<file path="src/rtl/alu_result_collector_if.sv">
// alu_result_collector_if
//   Bundles the issue, ALU-result and output-stream signals of the
//   ALU result collector.
//   master : the surrounding pipeline. It issues operations, supplies the
//            registered ALU result and flags, and consumes collected results.
//   slave  : the collector itself.
//   Signals:
//     issue_valid/issue_tag/issue_ready  operation issue handshake
//     flush                              synchronous discard of all results
//     alu_result/alu_carry/zero/sign     registered ALU outputs
//     out_valid/out_ready                result stream handshake
//     out_tag/out_result/out_flags       head entry ({carry, zero, sign})
//     occupancy                          number of buffered entries
interface alu_result_collector_if #(
    parameter int WIDTH = 32,
    parameter int DEPTH = 4,
    parameter int TAG_W = 4
);
    localparam int OCC_W = $clog2(DEPTH + 1);

    logic              issue_valid;
    logic [TAG_W-1:0]  issue_tag;
    logic              issue_ready;
    logic              flush;
    logic [WIDTH-1:0]  alu_result;
    logic              alu_carry;
    logic              alu_zero;
    logic              alu_sign;
    logic              out_valid;
    logic              out_ready;
    logic [TAG_W-1:0]  out_tag;
    logic [WIDTH-1:0]  out_result;
    logic [2:0]        out_flags;
    logic [OCC_W-1:0]  occupancy;

    modport master (
        output issue_valid, issue_tag, flush,
               alu_result, alu_carry, alu_zero, alu_sign, out_ready,
        input  issue_ready, out_valid, out_tag, out_result, out_flags, occupancy
    );

    modport slave (
        input  issue_valid, issue_tag, flush,
               alu_result, alu_carry, alu_zero, alu_sign, out_ready,
        output issue_ready, out_valid, out_tag, out_result, out_flags, occupancy
    );
endinterface

</file>
<file path="src/rtl/alu_result_collector.sv">
// alu_result_collector
//   Tracks operations issued to a fixed-latency registered ALU. When each
//   result emerges, it is paired with that operation's tag. Results are
//   buffered in a small FIFO until a consumer accepts them.
//   Ports:
//     clk  - single clock, rising edge
//     rst  - asynchronous, active-high reset
//     bus  - alu_result_collector_if.slave (issue, ALU result, output stream)
//   Parameters: WIDTH (result width), DEPTH (FIFO entries, power of two),
//               LATENCY (issue edge to capture edge, >= 1), TAG_W (tag width).
module alu_result_collector #(
    parameter int WIDTH   = 32,
    parameter int DEPTH   = 4,
    parameter int LATENCY = 2,
    parameter int TAG_W   = 4
) (
    input logic clk,
    input logic rst,
    alu_result_collector_if.slave bus
);
    localparam int PTR_W = (DEPTH > 1) ? $clog2(DEPTH) : 1;
    localparam int OCC_W = $clog2(DEPTH + 1);
    localparam int CNT_W = $clog2(DEPTH + LATENCY + 1);

    typedef struct packed {
        logic [TAG_W-1:0] tag;
        logic [WIDTH-1:0] result;
        logic [2:0]       flags;
    } entry_t;

    logic [LATENCY-1:0] dl_valid;
    logic [TAG_W-1:0]   dl_tag [LATENCY];
    entry_t             mem [DEPTH];
    entry_t             head;
    logic [PTR_W-1:0]   wr_ptr;
    logic [PTR_W-1:0]   rd_ptr;
    logic [OCC_W-1:0]   occ;
    logic [CNT_W-1:0]   inflight;
    logic               issue_ready_int;
    logic               out_valid_int;
    logic               issue_acc;
    logic               capture;
    logic               pop;

    // Credit: every in-flight operation already owns a FIFO slot. As a
    // result, a capture can never land in a full FIFO. This decision
    // depends only on registers, so it has no path from
    // issue_valid or out_ready.
    always_comb begin
        inflight = '0;
        for (int i = 0; i < LATENCY; i++) begin
            inflight = inflight + CNT_W'(dl_valid[i]);
        end
        issue_ready_int = !rst && ((CNT_W'(occ) + inflight) < CNT_W'(DEPTH));
    end

    // Flush discards the issue, capture and pop that coincide with it.
    always_comb begin
        out_valid_int = (occ != '0);
        issue_acc     = bus.issue_valid && issue_ready_int && !bus.flush;
        capture       = dl_valid[LATENCY-1] && !bus.flush;
        pop           = out_valid_int && bus.out_ready && !bus.flush;
    end

    // Delay line of {valid, tag}. It mirrors the ALU pipeline, so the
    // last stage marks the edge at which alu_result belongs to that tag.
    always_ff @(posedge clk or posedge rst) begin
        if (rst) begin
            dl_valid <= '0;
            for (int i = 0; i < LATENCY; i++) begin
                dl_tag[i] <= '0;
            end
        end else if (bus.flush) begin
            dl_valid <= '0;
        end else begin
            dl_valid[0] <= issue_acc;
            dl_tag[0]   <= bus.issue_tag;
            for (int i = 1; i < LATENCY; i++) begin
                dl_valid[i] <= dl_valid[i-1];
                dl_tag[i]   <= dl_tag[i-1];
            end
        end
    end

    // FIFO bookkeeping. The pointers wrap naturally because DEPTH is a
    // power of two.
    always_ff @(posedge clk or posedge rst) begin
        if (rst) begin
            wr_ptr <= '0;
            rd_ptr <= '0;
            occ    <= '0;
        end else if (bus.flush) begin
            wr_ptr <= '0;
            rd_ptr <= '0;
            occ    <= '0;
        end else begin
            if (capture) begin
                wr_ptr <= wr_ptr + PTR_W'(1);
            end
            if (pop) begin
                rd_ptr <= rd_ptr + PTR_W'(1);
            end
            case ({capture, pop})
                2'b10:   occ <= occ + OCC_W'(1);
                2'b01:   occ <= occ - OCC_W'(1);
                default: occ <= occ;
            endcase
        end
    end

    // Storage has no reset. Outputs are masked while the FIFO is empty,
    // so stale contents are never visible.
    always_ff @(posedge clk) begin
        if (capture) begin
            mem[wr_ptr] <= '{tag:    dl_tag[LATENCY-1],
                             result: bus.alu_result,
                             flags:  {bus.alu_carry, bus.alu_zero, bus.alu_sign}};
        end
    end

    always_comb begin
        head = mem[rd_ptr];
        if (!out_valid_int) begin
            head = '0;
        end
    end

    assign bus.issue_ready = issue_ready_int;
    assign bus.out_valid   = out_valid_int;
    assign bus.out_tag     = head.tag;
    assign bus.out_result  = head.result;
    assign bus.out_flags   = head.flags;
    assign bus.occupancy   = occ;
endmodule

</file>
<file path="src/flat_wrapper.sv">
// flat-port wrapper written by rule: the top's interface ports become plain ports
module alu_result_collector_flat 
#(
    parameter int WIDTH   = 32,
    parameter int DEPTH   = 4,
    parameter int LATENCY = 2,
    parameter int TAG_W   = 4
)
  (clk, rst, bus_issue_valid, bus_issue_tag, bus_flush, bus_alu_result, bus_alu_carry, bus_alu_zero, bus_alu_sign, bus_out_ready, bus_issue_ready, bus_out_valid, bus_out_tag, bus_out_result, bus_out_flags, bus_occupancy);
  alu_result_collector_if #(.WIDTH(WIDTH), .DEPTH(DEPTH), .TAG_W(TAG_W)) bus_i ();
  input logic clk;
  input logic rst;
  input wire logic [$bits(bus_i.issue_valid)-1:0] bus_issue_valid;
  input wire logic [$bits(bus_i.issue_tag)-1:0] bus_issue_tag;
  input wire logic [$bits(bus_i.flush)-1:0] bus_flush;
  input wire logic [$bits(bus_i.alu_result)-1:0] bus_alu_result;
  input wire logic [$bits(bus_i.alu_carry)-1:0] bus_alu_carry;
  input wire logic [$bits(bus_i.alu_zero)-1:0] bus_alu_zero;
  input wire logic [$bits(bus_i.alu_sign)-1:0] bus_alu_sign;
  input wire logic [$bits(bus_i.out_ready)-1:0] bus_out_ready;
  output wire logic [$bits(bus_i.issue_ready)-1:0] bus_issue_ready;
  output wire logic [$bits(bus_i.out_valid)-1:0] bus_out_valid;
  output wire logic [$bits(bus_i.out_tag)-1:0] bus_out_tag;
  output wire logic [$bits(bus_i.out_result)-1:0] bus_out_result;
  output wire logic [$bits(bus_i.out_flags)-1:0] bus_out_flags;
  output wire logic [$bits(bus_i.occupancy)-1:0] bus_occupancy;
  assign bus_i.issue_valid = bus_issue_valid;
  assign bus_i.issue_tag = bus_issue_tag;
  assign bus_i.flush = bus_flush;
  assign bus_i.alu_result = bus_alu_result;
  assign bus_i.alu_carry = bus_alu_carry;
  assign bus_i.alu_zero = bus_alu_zero;
  assign bus_i.alu_sign = bus_alu_sign;
  assign bus_i.out_ready = bus_out_ready;
  assign bus_issue_ready = bus_i.issue_ready;
  assign bus_out_valid = bus_i.out_valid;
  assign bus_out_tag = bus_i.out_tag;
  assign bus_out_result = bus_i.out_result;
  assign bus_out_flags = bus_i.out_flags;
  assign bus_occupancy = bus_i.occupancy;
  alu_result_collector #(.WIDTH(WIDTH), .DEPTH(DEPTH), .LATENCY(LATENCY), .TAG_W(TAG_W)) u_core (.clk(clk), .rst(rst), .bus(bus_i));
endmodule
</file>
<file path="config.mk">
export PLATFORM = sky130hd
export DESIGN_NAME = alu_result_collector_flat
export DESIGN_NICKNAME = d
export VERILOG_FILES = /design/src/rtl/alu_result_collector_if.sv /design/src/rtl/alu_result_collector.sv /design/src/flat_wrapper.sv
export SDC_FILE = /design/constraint.sdc
export NUM_CORES = 1
export LEC_CHECK = 0
export CORE_UTILIZATION = 55
export CTS_CLUSTER_SIZE = 24
export DETAILED_ROUTE_END_ITERATION = 6
export GPL_TIMING_DRIVEN = 0
export PLACE_DENSITY = 0.9
export SYNTH_ARGS = -nofsm -noshare
export SYNTH_HDL_FRONTEND = slang
export SYNTH_SLANG_ARGS = --single-unit
</file>
<file path="constraint.sdc">
create_clock -name clk -period 2.48 [get_ports clk]
set_input_delay 0.496 -clock clk [delete_from_list [all_inputs] [get_ports clk]]
set_output_delay 0.496 -clock clk [all_outputs]
set_load 0.005 [all_outputs]
</file>
-- Word-level counts from Yosys, hierarchy flattened
Memory sizes are Yosys's and may differ from the RTL's.
Index checks and enable logic that the tools add are counted.
- multiplexer cells: 10
- reductions and logical operators: 12
- magnitude comparators: 1
- $add $sub $neg: 6
- eq/ne operators: 2
- operators with widths (operator ; count):
    $mux 39 ; 1
    $mux 2 ; 5
    $logic_and 1x1->1 ; 6
    $pmux 3 s2 ; 1
    $reduce_bool 3->1 ; 2
    $add 2x1->2 const B ; 2
    $reduce_bool 2->1 ; 2
    $add 3x1->3 const B ; 1
    $add 3x3->3 ; 1
    $lt 3x3->1 const B ; 1
    $mux 3 ; 1
    $sub 3x1->3 const B ; 1
    $add 1x1->2 ; 1
    $eq 2x1->1 const B ; 1
    $eq 2x2->1 const B ; 1
    $logic_not 1->1 ; 2
    $mux 1 ; 2
- memory bits (writable): 156
- memories kept: 1
- bits of input ports: 44
- register bits: 17
- output and inout bits: 44
- word-level logic and storage cells: 38
- memories (name ; words ; bits a word ; read ports ; clocked after memory_dff ; write ports ; line ; source):
    u_core.mem ; 4 ; 39 ; 1 ; 0 ; 1 ; alu_result_collector.sv:33 ; entry_t mem [DEPTH];

-- Longest topological paths before layout
Gate-level depths: netlist of the first run.
- word-level depth: 7
- gate-level depth with buffers: 7
- mapped depth without buffers: 6

-- Worst setup path before layout of the first run
No wires, ideal clock.
- kind: in2reg
- start point: input port bus_flush
- end point: memory u_core.mem[0][0] (netlist bit) (enable)
- slack: 211 ps
- arrival time: 1869 ps
- stages on the path: 3
- path buffers: 1
- cell sequence: clkbuf_1 -> nor2b_1 -> and2_1
- word-level cells in the longest chain between the ends: 4
- ends and longest elaborated chain (element ; line ; source):
    start, declared ; flat_wrapper.sv:15 ; input wire logic [$bits(bus_i.flush)-1:0] bus_flush;
    $logic_not 1->1 ; alu_result_collector.sv:61 ; capture = dl_valid[LATENCY-1] && !bus.flush;
    $logic_and 1x1->1 ; alu_result_collector.sv:61 ;
    $mux 1 ; alu_result_collector.sv:114 ; if (capture) begin
    $mux 1 (implied by the code) ; alu_result_collector.sv:115 ; mem[wr_ptr] <= '{tag: dl_tag[LATENCY-1],
    end, declared ; alu_result_collector.sv:33 ;
Every way passes these cells.

-- Worst setup path in the final report of the first run
- start point: register u_core.rd_ptr[0]
- end point: output port bus_out_result[5]
- word-level cells in the longest chain between the ends: 2
- ends and longest elaborated chain (element ; line ; source):
    start, declared ; alu_result_collector.sv:36 ; logic [PTR_W-1:0] rd_ptr;
    start signal, assigned ; alu_result_collector.sv:101 ; rd_ptr <= rd_ptr + PTR_W'(1);
    $mem_v2 4x39 ; -- ;
    $mux 39 ; alu_result_collector.sv:123 ; if (!out_valid_int) begin
    end, declared ; flat_wrapper.sv:24 ; output wire logic [$bits(bus_i.out_result)-1:0] bus_out_result;
Every way passes these cells.

==> impl_metrics.sql, run 1 <==
INSERT INTO impl_metrics (metric_group, metric, value, unit) VALUES
('place', 'dpl-instance-area', '0.00789', 'mm^2'),
('routing', 'total_number_of_vias', '3559', ''),
('routing', 'antenna_left', '0', ''),
('routing', 'drt-vias-per-instance', '5.66', ''),
('timing', 'report.final.setup_viol', '8', ''),
('timing', 'transition_time_at_the_pin_with_the_least_slew_margin', '0.649', 'ns'),
('global_route', 'grt_max_degree', '23', ''),
('worst_setup_path', 'worstPathMaxFanout', '6', ''),
('global_route', 'grt_pass1_wl', '21200', 'um'),
('outcome', 'status', 'finished, violations left', ''),
('clocking', 'cts_tree', 'done', ''),
('place', 'placement.setup.worst_slack', '-0.0425', 'ns'),
('timing', 'grt_setup_unrepaired', 'yes', ''),
('power', 'powerDensity', '731', 'mW/mm^2'),
('timing', 'final_hold_viol_count', '0', ''),
('finish', 'final_nets', '520', ''),
('yosys', 'post_synth_instance_area', '0.00677', 'mm^2'),
('routing', 'post-route-drc-count', '0', ''),
('place', 'place.port_buffers', '85', ''),
('yosys', 'number_of_distinct_library_cells_after_synthesis', '31', ''),
('worst_setup_path', 'cpMostUsedCell', 'buf_6', ''),
('worst_setup_path', 'cp_slowest_cell', 'mux4_2', ''),
('clocking', 'cts.reportedPaths.clkPinSlew', '0.06', 'ns'),
('routing', 'wl_per_cell', '21.5', 'um'),
('clocking', 'worst_skew_pair.late_latency', '0.43', 'ns'),
('yosys', 'cell_count_after_synthesis', '330', ''),
('timing', 'timing.max_slew.rel_slack', '56.7', '%'),
('worst_hold_path', 'class_of_the_tightest_hold_or_removal_check', 'primary input to register', ''),
('worst_setup_path', 'cp.required', '1.98', 'ns'),
('finish', 'postLayoutCoreUtil', '74.5', '%'),
('clocking', 'cts.path.max_buffers', '2', ''),
('worst_setup_path', 'critPathCapture', 'bus_out_result[5]', ''),
('worst_setup_path', 'cpPeakStageDelay', '0.48', 'ns'),
('die', 'fp-row-count', '40', ''),
('power', 'total_leakage_power', '3.16', 'nW'),
('finish', 'n_antenna_cell', '0', ''),
('timing', 'post-route-worst-setup-slack', '-0.0290', 'ns'),
('timing', 'fin_crit_sh', '101', '%'),
('clocking', 'cts.sinks', '173', ''),
('worst_setup_path', 'critPathKind', 'register to output pin', ''),
('yosys', 'synth.yosys.warnings', '0', ''),
('place', 'gpl.final_weighted_congestion', '0.757', ''),
('worst_setup_path', 'crit_chain', 'buf_8 -> buf_6 -> buf_12 -> buf_6 -> mux4_2 -> and2_4 -> buf_6', ''),
('finish', 'combined_flip_flop_and_latch_cell_area', '0.00511', 'mm^2'),
('clocking', 'root_buffer', 'clkbuf_16', ''),
('finish', 'syn2layout_area_growth', '32.1', '%'),
('routing', 'drt_iter0_drc', '171', ''),
('yosys', 'synth_area_per_cell', '20.5', 'um^2'),
('worst_setup_path', 'ff2ff_setup_slack', '0.16', 'ns'),
('clocking', 'cts_hold_buf', '0', ''),
('global_route', 'first_global_vias', '3829', ''),
('routing', 'detail_route.first_pass.iterations', '4', ''),
('power', 'fin_total_pwr', '6.54', 'mW'),
('worst_setup_path', 'crit-reg2reg-launch', 'u_core.bus.occupancy[2]', ''),
('outcome', 'violations', 'negative setup slack', ''),
('place', 'dp.final_hpwl', '7740', 'um'),
('finish', 'layout.cell_area.non_filler', '0.00895', 'mm^2'),
('worst_setup_path', 'worst_setup_path_startpoint', 'u_core.rd_ptr[0]', ''),
('clocking', 'numCtsBuffers', '17', ''),
('yosys', 'yosys.area.top_type', 'edfxtp_1', ''),
('yosys', 'ys_seq_elements', '173', ''),
('timing', 'post-route-min-period', '2.51', 'ns'),
('die', 'design.portCount', '88', ''),
('timing', 'sum_of_negative_setup_slack', '-0.148', 'ns'),
('finish', 'final_layout_size_suffix_gt1_share', '42.1', '%'),
('power', 'ir_worst_vdd', '0.462', 'mV'),
('yosys', 'net_count_after_synthesis', '381', ''),
('worst_setup_path', 'timing.critical_path.to_type', 'output pin', ''),
('die', 'die_area', '0.0128', 'mm^2'),
('timing', 'slew_violations', '0', ''),
('yosys', 'seq_area_frac_synth', '75.4', '%');
==> per-layer routing <==
metal  share of wire [%]  track usage, %  wire length, um  up-vias
met5                   0               0                0        -
li1                    -               -                -     1585
met1                  39            30.2             5300     1812
met3                 5.4            4.77              725       22
met2                  53            39.2             7200      140
met4                 2.0            9.39              274        0
==> kinds of logic after synthesis <==
logic type	synth area share [%]
AOI/OAI and AO/OA	0.905
DFF	75.4
and+or+nand+nor	5.87
muxes	14.4
adders and majority gates	1.40
xor gates and xnor gates	0.647
buffers and inverters	1.27
==> cells in the final DEF, fill, tap and decap left out, types with 8 or more instances in the layout <==
cell	count
dfrtp_1	14
buf_2	14
clkbuf_16	17
mux4_2	39
mux2_2	8
and2_1	14
buf_4	13
clkbuf_2	13
clkdlybuf4s50_1	45
buf_12	10
edfxtp_1	156
nor2_1	9
buf_6	29
and2_4	27
==> worst max-delay path: cells and delay by family (launching register included) <==
family                 cells  cell delay, ns
AND/OR/NAND/NOR            1            0.18
buffers and inverters      5            0.58
flip-flops                 1            0.35
multiplexers               1            0.48
==> report_power, final <==
| group | total (mW) | internal (mW) | switching [mW] |
|---|---|---|---|
| registers | 3.24 | 3.22 | 0.0248 |
| clock network | 2.60 | 1.56 | 1.04 |
| logic | 0.705 | 0.440 | 0.265 |
==> what timing repair did <==
| action | in CTS | in global routing |
|---|---|---|
| buffers inserted | 33 | 2 |
| cloned | 5 | 0 |
| pin swaps | 34 | 8 |
| gates resized for setup | 220 | 36 |
| endpoints found under the setup margin | 41 | 42 |
==> final cells by class <==
cell class              instances  share of cell area (%)
flip-flops and latches        173                    57.1
multi-input cells             136                    18.9
repair buffers                122                    13.5
clock buffers                  17                    4.75
well taps                     147                    2.06
plain buffers                  16                    1.86
clock inverters                15                    1.72
inverters                       3                   0.126
==> how the worst min path moves through the flow <==
| stage | endpoint | start | cells past startpoint |
|---|---|---|---|
| CTS | u_core.wr_ptr[0] | bus_flush | 2 |
| detailed placement | u_core.dl_tag[6] | u_core.dl_tag[6] | 1 |
| global placement | u_core.dl_valid[1] | u_core.dl_valid[0] | 1 |
| global route | u_core.rd_ptr[0] | bus_flush | 2 |
| finish | u_core.rd_ptr[0] | bus_flush | 2 |
| floorplan | u_core.bus.occupancy[0] | rst | 1 |
==> synth_stat cells <==
cell type and count:
o311ai_0 1, and2_1 45, fa_1 1, or2_2 1, a31oi_1 3, ha_1 6
mux2_2 8, buf_2 6, mux4_2 39, mux2i_1 1, nor2b_1 3, inv_1 3
o211ai_1 1, nor3_1 1, xnor2_1 3, o21ai_0 2, buf_1 3, nor2_1 9
edfxtp_1 156, o31ai_1 1, dfrtp_1 17, nand2_1 1, xor2_1 2, o41ai_1 1
nand4b_1 1, clkbuf_1 9, nand4_1 1, or3b_1 1, or3_1 1, nand3_1 2
nor4b_1 1
==> flip-flops by register name, indices dropped and copies added, names as in the netlist <==
name / flops
u_core.rd_ptr: 2
u_core.dl_tag: 8
u_core.mem: 156
u_core.wr_ptr: 2
u_core.dl_valid: 2
u_core.bus.occupancy: 3
==> through the flow <==
stage	instances	hold WS [ns]
6_report	629	0.469
5_1_grt	629	0.491
4_1_cts	634	0.454
3_5_place_dp	566	0.492
3_3_place_gp	562	0.478
2_1_floorplan	330	0.422
Power figures use the tool's default switching activity.
==> run 2: changes to the inputs <==
--- a/config.mk
+++ b/config.mk
@@ -6,9 +6,8 @@
 export NUM_CORES = 1
 export LEC_CHECK = 0
 export CORE_UTILIZATION = 55
-export CTS_CLUSTER_SIZE = 24
+export CTS_CLUSTER_SIZE = 14
 export DETAILED_ROUTE_END_ITERATION = 6
-export GPL_TIMING_DRIVEN = 0
 export PLACE_DENSITY = 0.9
 export SYNTH_ARGS = -nofsm -noshare
 export SYNTH_HDL_FRONTEND = slang
==> run 2 against run 1 <==
Against the previous run:
- the flow still finishes with violations (negative setup slack)
- clock skew fell by 0.0010 ns
- count of clock-buffer cells in the layout up 4
- cell count down 2.5%
- core utilization shrank 1.7 points
- die area stayed put
- setup slack worse by 0.015 ns
- critical path type unchanged
- largest cell class unchanged
- largest power group unchanged
- highest routed layer unchanged
==> impl_metrics.sql, run 2 (synthesis gave the netlist of run 1 again) <==
INSERT INTO impl_metrics (metric_group, metric, value, unit) VALUES
('finish', 'syn2layout_area_growth', '29.0', '%'),
('global_route', 'groute.usage.overall', '22.1', '%'),
('clocking', 'cts_tree', 'done', ''),
('worst_setup_path', 'cp.required', '1.98', 'ns'),
('finish', 'filler_cell_count', '712', ''),
('worst_setup_path', 'timing.critical_path.to_type', 'output pin', ''),
('global_route', 'grt_pass1_wl', '20300', 'um'),
('routing', 'post-route-drc-count', '0', ''),
('die', 'fp.coreArea', '0.0120', 'mm^2'),
('routing', 'total_number_of_vias', '3561', ''),
('clocking', 'worst_skew_pair.late_latency', '0.42', 'ns'),
('place', 'gpl.final_weighted_congestion', '0.755', ''),
('timing', 'post-route-min-period', '2.52', 'ns'),
('timing', 'clock.fmax', '0.396', 'GHz'),
('timing', 'post-route-worst-setup-slack', '-0.0441', 'ns'),
('clocking', 'numCtsBuffers', '17', ''),
('finish', 'flip_flop_count_of_the_largest_register_after_layout', '156', ''),
('outcome', 'violations', 'negative setup slack', ''),
('power', 'ir_worst_vdd', '0.685', 'mV'),
('clocking', 'h_tree_levels', '4', ''),
('routing', 'route.final.wire_length', '14100', 'um'),
('routing', 'detail_route.first_pass.iterations', '4', ''),
('die', 'fp-row-count', '40', ''),
('finish', 'n_antenna_cell', '0', ''),
('place', 'dp.final_hpwl', '7950', 'um'),
('worst_setup_path', 'setup_crit_start_kind', 'register', ''),
('timing', 'slew_violations', '0', ''),
('timing', 'report.final.setup_viol', '5', ''),
('worst_setup_path', 'ff2ff_setup_slack', '0.25', 'ns'),
('place', 'placement.setup.worst_slack', '-0.0289', 'ns'),
('worst_setup_path', 'crit-reg2reg-launch', 'u_core.bus.occupancy[1]', ''),
('job', 'maxCapViolations', '0', ''),
('timing', 'timing.max_slew.rel_slack', '55.9', '%'),
('global_route', 'first_global_vias', '3756', ''),
('timing', 'fin_crit_sh', '102', '%'),
('die', 'die_area', '0.0128', 'mm^2'),
('finish', 'final_layout_size_suffix_gt1_share', '37.1', '%'),
('routing', 'drt-vias-per-instance', '5.81', ''),
('clocking', 'root_buffer', 'clkbuf_16', ''),
('clocking', 'cts.sinks', '173', ''),
('worst_setup_path', 'critPathKind', 'register to output pin', ''),
('global_route', 'grt_max_degree', '29', ''),
('place', 'dpl-instance-area', '0.00801', 'mm^2'),
('clocking', 'cts.path.max_buffers', '2', ''),
('global_route', 'grt_antenna_before_repair', '0', ''),
('die', 'design.portCount', '88', ''),
('timing', 'grt_setup_unrepaired', 'yes', ''),
('clocking', 'cts_hold_buf', '0', ''),
('worst_setup_path', 'worst_setup_path_startpoint', 'u_core.rd_ptr[0]', ''),
('die', 'die_height', '113', 'um'),
('die', 'die_x', '113', 'um'),
('outcome', 'status', 'finished, violations left', ''),
('worst_hold_path', 'hold_path_startpoint', 'u_core.dl_tag[6]', ''),
('finish', 'mostFrequentLayoutCells', 'edfxtp_1, clkdlybuf4s50_1, mux4_2, clkbuf_2, and2_1', ''),
('routing', 'wl_per_cell', '22.9', 'um'),
('finish', 'regMostFlops', 'u_core.mem', ''),
('global_route', 'gr-total-overflow', '0', ''),
('power', 'total_leakage_power', '3.05', 'nW'),
('place', 'place.port_buffers', '87', ''),
('worst_hold_path', 'class_of_the_tightest_hold_or_removal_check', 'register to register', ''),
('routing', 'drt_iter0_drc', '283', ''),
('worst_setup_path', 'worst-endpoint-arrival', '2.03', 'ns'),
('worst_setup_path', 'worstPathMaxFanout', '9', ''),
('clocking', 'cts.reportedPaths.clkPinSlew', '0.06', 'ns'),
('timing', 'final_hold_viol_count', '0', ''),
('finish', 'layout.cell_area.non_filler', '0.00874', 'mm^2'),
('timing', 'finClkSkew', '0.00522', 'ns'),
('die', 'initial_utilization', '56.4', '%'),
('finish', 'final_common_cell', 'edfxtp_1', ''),
('finish', 'final_nets', '504', ''),
('routing', 'antenna_left', '0', ''),
('timing', 'transition_time_at_the_pin_with_the_least_slew_margin', '0.661', 'ns'),
('power', 'powerDensity', '752', 'mW/mm^2');
==> run 2: critical path: stages, from the launching register on <==
cell and delay [ns]:
dfrtp_4 0.45, buf_8 0.14, clkbuf_16 0.17, mux4_2 0.49, and2_1 0.16, clkdlybuf4s15_1 0.19
==> run 2: final timing paths <==
kind | endpoint | depth (start not counted)
min in group asynchronous | u_core.bus.occupancy[2] | 2
worst min register to register | u_core.dl_tag[6] | 1
worst min-delay path | u_core.dl_tag[6] | 1
worst max register to register | u_core.bus.occupancy[2] | 6
max in group asynchronous | u_core.rd_ptr[0] | 2
worst max-delay path | bus_out_result[22] | 5
==> run 2: where the power goes <==
group	internal (mW)	total, mW	switching [mW]
Combinational	0.349	0.586	0.237
Clock	1.68	2.74	1.05
Sequential	3.22	3.25	0.0267
Total	5.25	6.57	1.32
==> run 2: per-stage QoR <==
step,hold WS [ns],power (mW),setup TNS (ns),util [%],std cells
5_1_grt,0.523,6.75,-0.527,72.8,613
6_report,0.512,6.57,-0.132,72.8,613
3_3_place_gp,0.482,3.81,0,66.7,566
2_1_floorplan,0.422,3.54,0,-,330
3_5_place_dp,0.497,3.83,-0.0289,66.7,566
4_1_cts,0.511,6.51,-0.608,72.0,599
==> run 2: repair_timing <==
item                       in CTS  in global routing
resized for setup              94                 60
pin swaps                       4                  9
buffers inserted                1                 11
cloned                          0                  3
setup endpoints to repair      41                 33
==> run 2: layer usage <==
metal | vias up | part of all wire, % | track usage [%]
li1 | 1558 | - | -
met5 | - | 0 | 0
met3 | 16 | 5.7 | 5.09
met1 | 1840 | 39 | 26.9
met4 | 0 | 1.3 | 8.95
met2 | 147 | 54 | 38.5
==> run 2: final cells by class <==
cell class | instances | area, um^2 | share of cell area, %
clock inverters | 11 | 168 | 1.92
clock buffers | 21 | 440 | 5.04
multi-input cells | 136 | 1640 | 18.7
well taps | 147 | 184 | 2.10
flip-flops and latches | 173 | 5120 | 58.5
inverters | 3 | 11.3 | 0.129
repair buffers | 122 | 1180 | 13.5
